===== src/rtl/uart_frame_unpack.sv =====
// ---------------------------------------------------------------------------
// uart_frame_unpack
//   Receive-side parser for the fixed 32-byte UART frame:
//     55 BB 01 1A <26 payload bytes> <CRC8> F0
//   Hunts the header, collects the payload into a shadow buffer, feeds frame
//   bytes 2..29 to an external CRC8 engine, compares the received CRC byte to
//   the engine's running value, checks the tail, and publishes the payload
//   only for good frames.
//
// Ports
//   clk             in   system clock
//   reset           in   synchronous, active-high reset
//   rd_vld          in   one-cycle strobe, rd_data holds a received byte
//   rd_data         in   received byte
//   rx_crc_din_vld  out  byte to CRC engine valid (one cycle)
//   rx_crc_din      out  byte to CRC engine (0 when not valid)
//   rx_crc_dout     in   running CRC8 over bytes presented so far
//   rx_crc_done     out  pulse: frame ended/aborted, CRC engine reinitialises
//   rx_frame_data   out  payload, byte k at [8k+7:8k]; held until next good frame
//   rx_frame_vld    out  pulse: good frame, rx_frame_data updated same edge
//   rx_crc_err      out  pulse: structure ok, CRC mismatch
//   rx_frame_err    out  pulse: bad tail or inter-byte timeout
// ---------------------------------------------------------------------------
module uart_frame_unpack #(
    parameter int unsigned TIMEOUT_CYCLES = 100000
) (
    input  logic         clk,
    input  logic         reset,
    input  logic         rd_vld,
    input  logic [7:0]   rd_data,
    output logic         rx_crc_din_vld,
    output logic [7:0]   rx_crc_din,
    input  logic [7:0]   rx_crc_dout,
    output logic         rx_crc_done,
    output logic [207:0] rx_frame_data,
    output logic         rx_frame_vld,
    output logic         rx_crc_err,
    output logic         rx_frame_err
);

    localparam int unsigned PAY_BYTES = 26;
    localparam int unsigned PAY_W     = 5;
    localparam int unsigned DATA_W    = 8 * PAY_BYTES;
    localparam int unsigned CNT_W     = $clog2(TIMEOUT_CYCLES + 1);

    localparam logic [7:0] HDR0_BYTE = 8'h55;
    localparam logic [7:0] HDR1_BYTE = 8'hBB;
    localparam logic [7:0] HDR2_BYTE = 8'h01;
    localparam logic [7:0] HDR3_BYTE = 8'h1A;
    localparam logic [7:0] TAIL_BYTE = 8'hF0;

    localparam logic [PAY_W-1:0] PAY_LAST = PAY_W'(PAY_BYTES - 1);
    // Counter value on the cycle whose increment would reach TIMEOUT_CYCLES.
    localparam logic [CNT_W-1:0] TO_LAST  = CNT_W'(TIMEOUT_CYCLES - 1);

    typedef enum logic [2:0] {
        S_IDLE = 3'd0,
        S_HDR1 = 3'd1,
        S_HDR2 = 3'd2,
        S_HDR3 = 3'd3,
        S_PAY  = 3'd4,
        S_CRC  = 3'd5,
        S_TAIL = 3'd6
    } state_t;

    state_t              state;
    logic [PAY_W-1:0]    pay_cnt;
    logic [CNT_W-1:0]    idle_cnt;
    logic [DATA_W-1:0]   shadow;
    logic                crc_ok;

    // Re-hunt target after a rejected byte: a 55 may itself start a new frame.
    function automatic state_t rehunt(input logic [7:0] b);
        return (b == HDR0_BYTE) ? S_HDR1 : S_IDLE;
    endfunction

    // Bit offset of the current payload byte inside the shadow buffer.
    logic [7:0] pay_bit;
    assign pay_bit = {pay_cnt, 3'b000};

    // Frame FSM with registered outputs; pulses default low every cycle.
    always_ff @(posedge clk) begin
        if (reset) begin
            state          <= S_IDLE;
            pay_cnt        <= '0;
            idle_cnt       <= '0;
            shadow         <= '0;
            crc_ok         <= 1'b0;
            rx_crc_din_vld <= 1'b0;
            rx_crc_din     <= '0;
            rx_crc_done    <= 1'b0;
            rx_frame_data  <= '0;
            rx_frame_vld   <= 1'b0;
            rx_crc_err     <= 1'b0;
            rx_frame_err   <= 1'b0;
        end else begin
            rx_crc_din_vld <= 1'b0;
            rx_crc_din     <= '0;
            rx_crc_done    <= 1'b0;
            rx_frame_vld   <= 1'b0;
            rx_crc_err     <= 1'b0;
            rx_frame_err   <= 1'b0;

            if (rd_vld) begin
                // A received byte always restarts the inter-byte timer.
                idle_cnt <= '0;
                case (state)
                    S_IDLE: begin
                        if (rd_data == HDR0_BYTE) begin
                            state <= S_HDR1;
                        end
                    end

                    S_HDR1: begin
                        if (rd_data == HDR1_BYTE) begin
                            state <= S_HDR2;
                        end else begin
                            state <= rehunt(rd_data);
                        end
                    end

                    S_HDR2: begin
                        if (rd_data == HDR2_BYTE) begin
                            state          <= S_HDR3;
                            rx_crc_din_vld <= 1'b1;
                            rx_crc_din     <= rd_data;
                        end else begin
                            state <= rehunt(rd_data);
                        end
                    end

                    S_HDR3: begin
                        if (rd_data == HDR3_BYTE) begin
                            state          <= S_PAY;
                            pay_cnt        <= '0;
                            rx_crc_din_vld <= 1'b1;
                            rx_crc_din     <= rd_data;
                        end else begin
                            // 01 already reached the CRC engine; flush it.
                            state       <= rehunt(rd_data);
                            rx_crc_done <= 1'b1;
                        end
                    end

                    S_PAY: begin
                        shadow[pay_bit +: 8] <= rd_data;
                        rx_crc_din_vld       <= 1'b1;
                        rx_crc_din           <= rd_data;
                        if (pay_cnt == PAY_LAST) begin
                            state <= S_CRC;
                        end else begin
                            pay_cnt <= pay_cnt + PAY_W'(1);
                        end
                    end

                    S_CRC: begin
                        // Engine has absorbed all 28 covered bytes by now.
                        crc_ok <= (rd_data == rx_crc_dout);
                        state  <= S_TAIL;
                    end

                    S_TAIL: begin
                        if (rd_data == TAIL_BYTE) begin
                            if (crc_ok) begin
                                rx_frame_vld  <= 1'b1;
                                rx_frame_data <= shadow;
                            end else begin
                                rx_crc_err <= 1'b1;
                            end
                        end else begin
                            rx_frame_err <= 1'b1;
                        end
                        rx_crc_done <= 1'b1;
                        state       <= S_IDLE;
                    end

                    default: begin
                        state <= S_IDLE;
                    end
                endcase
            end else if (state != S_IDLE) begin
                // Inter-byte timeout only applies once a frame has started.
                if (idle_cnt == TO_LAST) begin
                    idle_cnt     <= '0;
                    rx_frame_err <= 1'b1;
                    rx_crc_done  <= 1'b1;
                    state        <= S_IDLE;
                end else begin
                    idle_cnt <= idle_cnt + CNT_W'(1);
                end
            end else begin
                idle_cnt <= '0;
            end
        end
    end

endmodule


===== config.mk =====
export PLATFORM = sky130hd
export DESIGN_NAME = uart_frame_unpack
export DESIGN_NICKNAME = d
export VERILOG_FILES = /design/src/rtl/uart_frame_unpack.sv
export SDC_FILE = /design/constraint.sdc
export NUM_CORES = 1
export LEC_CHECK = 0
export CAP_MARGIN = 10
export CORE_ASPECT_RATIO = 1.1
export CORE_MARGIN = 2
export CORE_UTILIZATION = 35
export DETAILED_ROUTE_END_ITERATION = 7
export PLACE_DENSITY_LB_ADDON = 0.15
export SLEW_MARGIN = 20
export SYNTH_ARGS = -nofsm -noshare
export SYNTH_HDL_FRONTEND = slang
export SYNTH_SLANG_ARGS = --single-unit

===== constraint.sdc =====
create_clock -name clk -period 3.8 [get_ports clk]
set_input_delay 0.76 -clock clk [delete_from_list [all_inputs] [get_ports clk]]
set_output_delay 0.76 -clock clk [all_outputs]
set_load 0.01 [all_outputs]

# [Word level (Yosys, flattened, before mapping)]
# Cells that the tools add are included.
[totals] out_inout_bits=221 regBits=455
[op_classes] n_reduce_logical=13 n_eq_ne=18 add_sub_neg=3 n_mux=30 bitwise=4 n_shift=2
[op_table] op="bitwise mux 208 bit" n=1
[op_table] op="variable shift 8 x 10 -> 208 bit (first input constant)" n=1
[op_table] op="indexed part select 8 x 10 -> 208 bit" n=1
[op_table] op="case mux 8 bit (3 select lines)" n=1
[op_table] op="2-to-1 mux 3 bit" n=6
[op_table] op="case mux 3 bit (6 select lines)" n=1
[op_table] op="adder 17 x 1 -> 17 bit (second input constant)" n=1
[op_table] op="equality test 17 bit (second input constant)" n=1
[op_table] op="equality test 8 bit (second input constant)" n=2
[op_table] op="2-to-1 mux 8 bit" n=2
[op_table] op="2-to-1 mux 1 bit" n=12
[op_table] op="AND reduction 4 bit" n=3
[op_table] op="2-to-1 mux 5 bit" n=2
[op_table] op="negation 8 -> 10 bit" n=1
[op_table] op="case mux 5 bit (2 select lines)" n=1
[op_table] op="equality test 3 bit (second input constant)" n=3
[op_table] op="equality test 8 x 1 -> 1 bit (second input constant)" n=1
[op_table] op="equality test 8 x 5 -> 1 bit (second input constant)" n=1
[op_table] op="equality test 8 x 7 -> 1 bit (second input constant)" n=1
[op_table] op="equality test 8 bit" n=1
[op_table] op="OR reduction 4 bit" n=2
[op_table] op="equality test 3 x 2 -> 1 bit (second input constant)" n=2
[op_table] op="!= test 3 bit (second input constant)" n=2
[op_table] op="nonzero test 2 bit" n=3
[op_table] op="other kinds (12)" n=18

# [Depth between registers and ports, before layout]
# Gate-level depths: netlist (run 1).
[depth] word_depth=5 mapped_depth=11 depth_no_buf=7

# [Least setup slack after synthesis (run 1)]
# No wires, ideal clock.
[synth_path] path_kind="reg-to-reg" startpoint="register pay_cnt[0]" endpoint="register shadow[10]" setup_time_ns=0.121 required_ns=3.679 arrival_time_ns=2.317 setup_slack_ns=1.362 path_stages_with_launch=10 path_buffers=2 path_cell_list="dfxtp_1 buf_2 inv_1 ha_1 buf_4 or2_2 o31ai_1 nand2_1 nor2_4 mux2_2"
[synth_between] elab_chain_cells=3 elab_cells_between_ends=4 cone_classes="add/sub (1); shift (2); mux (1)"
[synth_rtl] item="start, declared" line_no="67" source="logic [PAY_W-1:0] pay_cnt;"
[synth_rtl] item="start signal, assigned" line_no="152" source="pay_cnt <= pay_cnt + PAY_W'(1);"
[synth_rtl] item="negation 8 -> 10 bit *" line_no="146" source="shadow[pay_bit +: 8] <= rd_data;"
[synth_rtl] item="indexed part select 8 x 10 -> 208 bit or variable shift 8 x 10 -> 208 bit (tied branches)" line_no="146"
[synth_rtl] item="bitwise mux 208 bit *" line_no="146"
[synth_rtl] item="end signal, assigned by index" line_no="146"
[synth_rtl] item="end, declared" line_no="69" source="logic [DATA_W-1:0] shadow;"
# Every way passes the cells marked *; elsewhere a longest branch is shown, timed or not.
# A chain may end at the register's enable or synchronous reset.

# [Worst setup path in the final report (run 1)]
[layout_path] startpoint="register pay_cnt[1]" endpoint="register shadow[42]"
# The elaborated chain is that of the path after synthesis.

==> impl_metrics.env, run 1 <==
export IMPL_worst_r2r_startpoint="pay_cnt[1]"
export IMPL_synth_cell_types=70
export IMPL_p_comb_frac=0.021
export IMPL_antenna_found_initial=2
export IMPL_cts_tree="yes"
export IMPL_numCtsBuffers=48
export IMPL_arrival_ps=3600
export IMPL_min_to="rx_frame_data[86]"
export IMPL_synth_top_area_cell="dfxtp_1"
export IMPL_ys_seq_area_frac=0.508
export IMPL_tightestPinTransition_ps=1210
export IMPL_dieArea_mm2=0.0530
export IMPL_drtPass1Iterations=5
export IMPL_syn_to_final_growth_pct=24.3
export IMPL_fmax_mhz=320
export IMPL_p_leak_nw=7.63
export IMPL_synth_compound_area_frac=0.104
export IMPL_vdd_drop_max_mv=0.288
export IMPL_drt_iter0_drc=948
export IMPL_synthMuxAreaShare=0.0881
export IMPL_slew_headroom=0.196
export IMPL_routed_via_density=4.97
export IMPL_synthTopCellsByCount="487 x nand2_1, 455 x dfxtp_1, 252 x a21oi_1"
export IMPL_max_cap_violations=0
export IMPL_startpoint_type="register"
export IMPL_final_hold_viol_count=0
export IMPL_p_seq_frac=0.497
export IMPL_intPower_mw=7.52
export IMPL_fin_tns_setup_ps=0
export IMPL_setup_violations=0
export IMPL_post_route_worst_setup_slack_ps=674
export IMPL_slew_violations=0
export IMPL_cts_sinks=455
export IMPL_period_share=0.823
export IMPL_hold_class="register to register"
export IMPL_synth_edf_count=0
export IMPL_critPathKind="register to register"
export IMPL_r2r_end="shadow[42]"
export IMPL_grt_start_max_net_pins=255
export IMPL_min_from="rx_frame_data[86]"
export IMPL_yosysMostFrequentCell="nand2_1"
export IMPL_root_buffer="clkbuf_16"
export IMPL_status="complete, no violations"
export IMPL_grt_pass1_wl_um=84300
export IMPL_pre_cts_slack_ps=612
export IMPL_r2r_slack_ps=670
export IMPL_netlist_top_cells_area="dfxtp_1 51%, nand2_1 10%, a21oi_1 7.0%"
export IMPL_hold_depth=2
export IMPL_place_inst=2829
export IMPL_end_kind="register"
export IMPL_power_switching_mw=2.09
export IMPL_worst_hold_slack_ps=448
export IMPL_async_flop_share=0
export IMPL_p_clk_frac=0.482
export IMPL_ff2ff_path_depth=7
export IMPL_drc=0
export IMPL_diodes=0
export IMPL_detail_route_antenna_nets=0
export IMPL_synth_xor_area_frac=0.0117
export IMPL_synth_top_area_frac=0.508
export IMPL_syn_cell_area_mm2=0.0179
export IMPL_io_pins=240
export IMPL_grt_overflow=0
export IMPL_die_w_um=220
export IMPL_syn_nets=2074
export IMPL_h_tree_depth=2
export IMPL_p_total_mw=9.61
export IMPL_synth_adder_area_share=0.00419
export IMPL_gp_congestion=0.809
export IMPL_ys_warn_count=0
export IMPL_layout_cells_non_filler=2914
export IMPL_clk_pin_slew_worst_paths_ps=60
export IMPL_clkLatencyLatePin_ps=580
export IMPL_start_util=0.356
export IMPL_std_cell_rows=86
export IMPL_period_needed_ps=3130
export IMPL_synth_area_per_cell_um2=8.74
export IMPL_nets=2244
export IMPL_core_area_mm2=0.0504
export IMPL_path_max_fanout=11
export IMPL_rsz0062_at_grt="no"
export IMPL_cp_required_ps=4270
export IMPL_syn_inst=2049
export IMPL_yosys_area_share_simple=0.241
export IMPL_grt_pass1_vias=14100
export IMPL_synthFlopType="dfxtp_1"
export IMPL_p_sw_frac=0.218
export IMPL_cts_hold_buf=0
export IMPL_cts_resized=0
export IMPL_drive_above_1_share=0.0958
export IMPL_grt_usage=0.207
export IMPL_routed_wl_um=55800
export IMPL_synth_top_family_by_area="simple AND/OR/NAND/NOR gates"
export IMPL_startpoint="pay_cnt[1]"
export IMPL_post_drt_wl_per_cell_um=19.1
export IMPL_die_h_um=241
export IMPL_clock_skew_ps=15.0
export IMPL_portBuffers=239
export IMPL_power_density_mw_per_mm2=432
export IMPL_dpl_hpwl_um=36700
export IMPL_cts_max_path_buffers=3
export IMPL_vias=14500
export IMPL_cts_setup_buffers=0
export IMPL_ys_ff_latch=455
per-layer routing:
metal / GRT usage / part of all wire / vias up
met3: 0.0374 / 0.049 / 85
met1: 0.275 / 0.46 / 6955
li1: - / - / 7132
met4: 0.0742 / 0.028 / 0
met5: 0 / 0 / -
met2: 0.337 / 0.46 / 325
worst max-delay path, cell delays in order, from the launching register on:
cell and delay, ps:
dfxtp_1 630, inv_1 160, ha_1 360, nor2b_1 270
a311oi_2 420, or2_0 710, nor2_8 100, mux2_1 350
logic make-up after synthesis:
family                   count (synthesis)
AO/OA/AOI/OAI                          347
XOR/XNOR                                24
adder cells (fa/ha/maj)                  6
buffers and inverters                  164
flip-flops                             455
multiplexers                           150
AND/OR/NAND/NOR                        903
registers in the layout, summed over array words and instances (netlist names):
signal	count
rx_crc_din_vld	1
rx_crc_err	1
rx_frame_vld	1
state	3
idle_cnt	17
rx_frame_data	208
crc_ok	1
rx_frame_err	1
rx_crc_done	1
shadow	208
rx_crc_din	8
pay_cnt	5
layout make-up:
type                            count  area, um^2
Clock buffer                       72        1450
Clock inverter                     13        96.3
Fill cell                        5049       28100
Inverter                           12        45.0
Multi-Input combinational cell   1430        8070
Sequential cell                   455        9110
Tap cell                          660         826
Timing Repair Buffer              272        2670
power by group through the flow:
stage | Sequential (mW) | Clock, mW | Combinational, mW
CTS | 4.77 | 4.75 | 0.205
global placement | 4.88 | 0 | 0.204
detailed placement | 4.88 | 0 | 0.204
floorplan | 4.88 | 0 | 0.121
finish | 4.77 | 4.63 | 0.204
global route | 4.77 | 4.93 | 0.218
through the flow:
step                utilization  area, um^2
floorplan                     -       17900
global placement          0.411       20700
detailed placement        0.411       20700
CTS                       0.442       22300
global route              0.442       22300
finish                    0.442       22300
layout by cell type (no fill, tap or decap), types with 8 or more instances in the layout:
cell type,Yosys,routed
a21oi_1,252,252
and3_1,18,17
buf_4,19,29
clkbuf_1,80,9
clkbuf_16,0,49
clkbuf_8,0,14
clkdlybuf4s50_1,0,233
clkinv_2,0,10
dfxtp_1,455,455
inv_1,10,10
mux2_1,8,8
mux2_2,54,54
mux2i_1,88,88
nand2_1,487,487
nand2b_1,59,59
nand3_1,29,28
nand3b_1,11,11
nand4_1,9,9
nor2_1,124,124
nor2_4,8,8
nor2b_1,80,80
o21ai_0,63,63
or2_2,13,13
or3_1,19,19
xnor2_1,15,15
xor2_1,9,9
how the worst max path moves through the flow:
stage	endpoint	slack (ps)
3_3_place_gp	shadow[71]	640
2_1_floorplan	shadow[10]	1360
5_1_grt	shadow[180]	490
3_5_place_dp	shadow[70]	610
4_1_cts	shadow[180]	760
6_report	shadow[42]	670
No activity file was read; power rests on OpenSTA's default activity.
==> inputs of run 2 (changes only) <==
==> constraint.sdc (replaced) <==
create_clock -name clk -period 3.05 [get_ports clk]
set_input_delay 0.61 -clock clk [delete_from_list [all_inputs] [get_ports clk]]
set_output_delay 0.61 -clock clk [all_outputs]
set_load 0.01 [all_outputs]
==> impl_metrics.env, run 2 (synthesis results as in run 1) <==
export IMPL_status="complete, no violations"
export IMPL_drive_above_1_share=0.103
export IMPL_final_cell_mix="487 x nand2_1, 455 x dfxtp_1, 252 x a21oi_1"
export IMPL_grt_start_max_net_pins=145
export IMPL_cts_setup_buffers=0
export IMPL_hold_class="input pin to register"
export IMPL_start_util=0.356
export IMPL_slew_headroom=0.416
export IMPL_p_leak_nw=7.74
export IMPL_end_kind="register"
export IMPL_startpoint_type="register"
export IMPL_layout_commonest_cell="nand2_1"
export IMPL_routed_wl_um=55400
export IMPL_rsz0062_at_grt="no"
export IMPL_drc=0
export IMPL_clkLatencyLatePin_ps=590
export IMPL_grt_pass1_vias=14200
export IMPL_io_pins=240
export IMPL_period_share=0.905
export IMPL_gp_congestion=0.825
export IMPL_portBuffers=239
export IMPL_worst_path_largest_cell_delay_ps=480
export IMPL_cts_tree="yes"
export IMPL_cp_required_ps=3510
export IMPL_post_drt_wl_per_cell_um=18.9
export IMPL_grt_usage=0.207
export IMPL_diodes=0
export IMPL_die_h_um=241
export IMPL_cts_hold_buf=0
export IMPL_routed_via_density=4.91
export IMPL_cp_slowest_cell="or2_0"
export IMPL_grt_pass1_wl_um=84200
export IMPL_fin_tns_setup_ps=0
export IMPL_antenna_found_initial=4
export IMPL_clock_skew_ps=14.5
export IMPL_die_w_um=220
export IMPL_critPathKind="register to register"
export IMPL_cp_cell_sequence="inv_1 -> ha_1 -> buf_4 -> nor3b_4 -> a21oi_2 -> or2_0 -> nor2_8 -> mux2_2"
export IMPL_grt_overflow=0
export IMPL_fmax_mhz=362
export IMPL_vias=14400
export IMPL_fin_area_mm2=0.0225
export IMPL_seq_area_mm2=0.00911
export IMPL_dpl_hpwl_um=36900
export IMPL_path_max_fanout=9
export IMPL_h_tree_depth=2
export IMPL_power_density_mw_per_mm2=532
export IMPL_max_cap_violations=0
export IMPL_std_cell_rows=86
export IMPL_nets=2267
export IMPL_numCtsBuffers=48
export IMPL_drtPass1Iterations=7
export IMPL_detail_route_antenna_nets=0
export IMPL_tightestPinTransition_ps=877
export IMPL_dieArea_mm2=0.0530
export IMPL_setup_violations=0
export IMPL_root_buffer="clkbuf_16"
export IMPL_cts_sinks=455
export IMPL_cts_resized=0
export IMPL_top_regs="rx_frame_data x208, shadow x208, idle_cnt x17"
export IMPL_place_area_mm2=0.0209
export IMPL_clk_pin_slew_worst_paths_ps=60
export IMPL_period_needed_ps=2760
export IMPL_cts_max_path_buffers=3
export IMPL_arrival_ps=3220
export IMPL_core_area_mm2=0.0504
export IMPL_syn_to_final_growth_pct=25.4
export IMPL_drt_iter0_drc=781
export IMPL_final_hold_viol_count=0
export IMPL_vdd_drop_max_mv=0.322
export IMPL_fill_cells=5061
export IMPL_p_total_mw=12.0
export IMPL_multiInputGateArea_mm2=0.00807
export IMPL_slew_violations=0
## run 2: cell count changes in the layout (fill, tap and decap cells not counted), sizes merged
cell / previous run / this run
clkinv: 13 / 9
bufinv: 1 / 2
buf: 39 / 62
clkbuf: 72 / 71
clkinvlp: 1 / 2
## run 2: worst paths after layout
path / from / to / slack (ps) / cells past startpoint
hold reg to reg: shadow[43] / rx_frame_data[43] / 440 / 2
setup / recovery: pay_cnt[0] / shadow[58] / 290 / 8
hold / removal: rd_data[5] / rx_crc_din[5] / 370 / 2
setup reg to reg: pay_cnt[0] / shadow[58] / 290 / 8
## run 2: metrics by stage
step            util  hold WS, ps  instances  worst slack (ps)
2_1_floorplan      -          430       2049               612
3_3_place_gp   0.416          438       2852               177
3_5_place_dp   0.416          442       2852              75.8
4_1_cts        0.446          338       2934               270
5_1_grt        0.446          362       2934              84.1
6_report       0.446          374       2934               290
## run 2: report_power, final
part	leakage, nW	total, mW	switching (mW)	internal, mW
Combinational	3.33	0.261	0.192	0.0696
Clock	0.752	5.75	2.39	3.36
Sequential	3.66	5.95	0.00458	5.94
Total	7.74	12.0	2.58	9.38
## run 2: area by class of cell
type,instances,area share
Clock buffer,71,0.0631
Sequential cell,455,0.405
Timing Repair Buffer,295,0.129
Multi-Input combinational cell,1430,0.359
Clock inverter,11,0.00490
Tap cell,660,0.0368
Inverter,12,0.00200
## run 2: per-layer routing
layer  GRT usage  part of all wire  vias up
met5           0                 0        -
met4      0.0738             0.030        0
met3      0.0408             0.052       81
met2       0.341              0.47      283
met1       0.271              0.45     6882
li1            -                 -     7159
## run 2: worst max-delay path, delay by kind of cell, from the launching register on
family / cells / cell delay [ps]
buffers and inverters: 2 / 300
muxes: 1 / 360
adders and majority gates: 1 / 340
AOI/OAI and AO/OA: 1 / 140
and+or+nand+nor: 3 / 1170
DFF: 1 / 310
==> patch, RTL diff (config.mk and constraints of run 2) <==
Compare `idle_cnt` against `TO_LAST` with >= in place of ==.
--- a/src/rtl/uart_frame_unpack.sv
+++ b/src/rtl/uart_frame_unpack.sv
@@ -181,5 +181,5 @@
             end else if (state != S_IDLE) begin
                 // Inter-byte timeout only applies once a frame has started.
-                if (idle_cnt == TO_LAST) begin
+                if (idle_cnt >= TO_LAST) begin
                     idle_cnt     <= '0;
                     rx_frame_err <= 1'b1;
Check against the original RTL: no difference found for any inputs over 4 cycles, from zero or initial values and one cycle with reset high; that may be too few to reach the edited logic, so the function may still have changed.
==> patch against run 2 <==
Core utilization is 0.39 points higher. Setup slack better by 54 ps. Sequential cell count stayed put. Sequential power hardly changed. Power is 1.3% higher. Wire length is 5.7% lower. Area after synthesis is 3.4% lower. Hold slack better by 66 ps. Design area is 2.0% lower. Combinational power is 3% lower. First-iteration DRC count is 4.4% higher. Count of clock-buffer cells in the layout is 2 lower. Critical endpoint is now shadow[40]. Largest cell class unchanged. Highest routed layer unchanged.
==> patch: results (changes against run 2) <==
\begin{tabular}{lr}
\hline
Metric & Value \\
\hline
\multicolumn{2}{l}{\textbf{Hold path}} \\
Worst hold-check path type & reg -> reg \\
\multicolumn{2}{l}{\textbf{Floorplanning}} \\
Row count & 85 (-1.2\%) \\
Width of the die & 216 um (-1.7\%) \\
\multicolumn{2}{l}{\textbf{Placed design}} \\
HPWL Detailed & 34.7 mm (-6.1\%) \\
Pre-CTS setup slack & 179 ps (+103 ps) \\
\multicolumn{2}{l}{\textbf{Final layout}} \\
Nets@finish & 2276 (+0.40\%) \\
Layout cells sized above 1 & 0.0818 (-0.0211) \\
\multicolumn{2}{l}{\textbf{Detailed routing}} \\
Detailed router's first-iteration violation count & 815 (+4.4\%) \\
Wire length per cell & 17.8 um (-5.9\%) \\
Router iterations before antenna repair & 5 (-2) \\
\multicolumn{2}{l}{\textbf{Synthesis}} \\
Share of cell area taken by muxes after synthesis & 0.0612 (-0.0269) \\
Synth top area cells & sky130\_fd\_sc\_hd\_\_dfxtp\_1 (53\%), sky130\_fd\_sc\_hd\_\_nand2\_1 (13\%), sky130\_fd\_sc\_hd\_\_a21oi\_1 (7.0\%) \\
Xor and xnor fraction of the mapped netlist area & 0.0147 (+0.00294) \\
Sequential fraction of the synthesis area & 0.526 (+0.0178) \\
Leading post-synthesis cells by instance count & sky130\_fd\_sc\_hd\_\_nand2\_1 (583), sky130\_fd\_sc\_hd\_\_dfxtp\_1 (455), sky130\_fd\_sc\_hd\_\_a21oi\_1 (243), sky130\_fd\_sc\_hd\_\_nand3\_1 (141), sky130\_fd\_sc\_hd\_\_nor2\_1 (108) \\
Cell count after synthesis & 2058 (+0.44\%) \\
\multicolumn{2}{l}{\textbf{Global route}} \\
Global-route wire length before repair & 82.3 mm (-2.3\%) \\
Total global routing track utilization & 0.202 (-0.00542) \\
Number of global-route vias before repair & 14500 (+2.0\%) \\
Antenna violations before repair & 0 (-4) \\
\multicolumn{2}{l}{\textbf{Run status}} \\
Status & finished, final reports clean \\
\multicolumn{2}{l}{\textbf{STA}} \\
Setup clock skew after layout & 26.6 ps (+12.1 ps) \\
\multicolumn{2}{l}{\textbf{Pwr}} \\
Internal power & 9460 uW (+0.91\%) \\
Part of the power in the clock network & 0.488 (+0.007) \\
P\_leak & 0.00763 uW (-1.4\%) \\
Switching Power & 2650 uW (+2.7\%) \\
Largest vdd supply drop & 0.000346 V (+7.3\%) \\
\multicolumn{2}{l}{\textbf{Clocking}} \\
Num CTS Buffers & 49 (+2.1\%) \\
\multicolumn{2}{l}{\textbf{Setup path}} \\
Largest driver fanout on the critical path & 14 (+5) \\
\hline
\end{tabular}
-- patch: cell count changes in the layout (fill, tap and decap cells not counted), moves of 8 or more --
cell,delta
sky130_fd_sc_hd__nand3_1,+113
sky130_fd_sc_hd__nand2_1,+95
sky130_fd_sc_hd__nor2b_1,-67
sky130_fd_sc_hd__o21ai_1,+65
sky130_fd_sc_hd__nand2b_1,-53
sky130_fd_sc_hd__mux2_2,-48
sky130_fd_sc_hd__o21ai_0,-42
sky130_fd_sc_hd__nor2_1,-17
sky130_fd_sc_hd__or3_1,-16
sky130_fd_sc_hd__or2_2,-12
sky130_fd_sc_hd__mux2i_1,+10
sky130_fd_sc_hd__a21oi_1,-9
sky130_fd_sc_hd__nand3b_1,-9
sky130_fd_sc_hd__nor2_4,-8
-- patch: layer usage --
metal,wire length (um),up-vias,track usage
li1,-,7252,-
met1,22500,6935,0.250
met2,25600,323,0.350
met3,2770,78,0.0435
met4,1390,0,0.0637
met5,0,-,0
-- patch: through the flow --
step                instance area [um^2]  utilization
floorplan                          17300            -
global placement                   20400        0.417
detailed placement                 20400        0.417
CTS                                22000        0.450
global route                       22000        0.450
finish                             22000        0.450
-- patch: path summary, 6_finish.rpt --
check                                    endpoint  startpoint  slack [ps]
worst max-delay path                   shadow[40]  pay_cnt[1]         340
worst max register to register         shadow[40]  pay_cnt[1]         340
worst min-delay path            rx_frame_data[21]  shadow[21]         440
worst min register to register  rx_frame_data[21]  shadow[21]         440
-- patch: area by class of cell --
cell class | count | area, um^2
clock inverters | 18 | 133
inverters | 7 | 28.8
multi-input cells | 1438 | 7440
flip-flops and latches | 455 | 9110
repair buffers | 300 | 3010
well taps | 652 | 816
fillers | 4908 | 26900
clock buffers | 69 | 1480
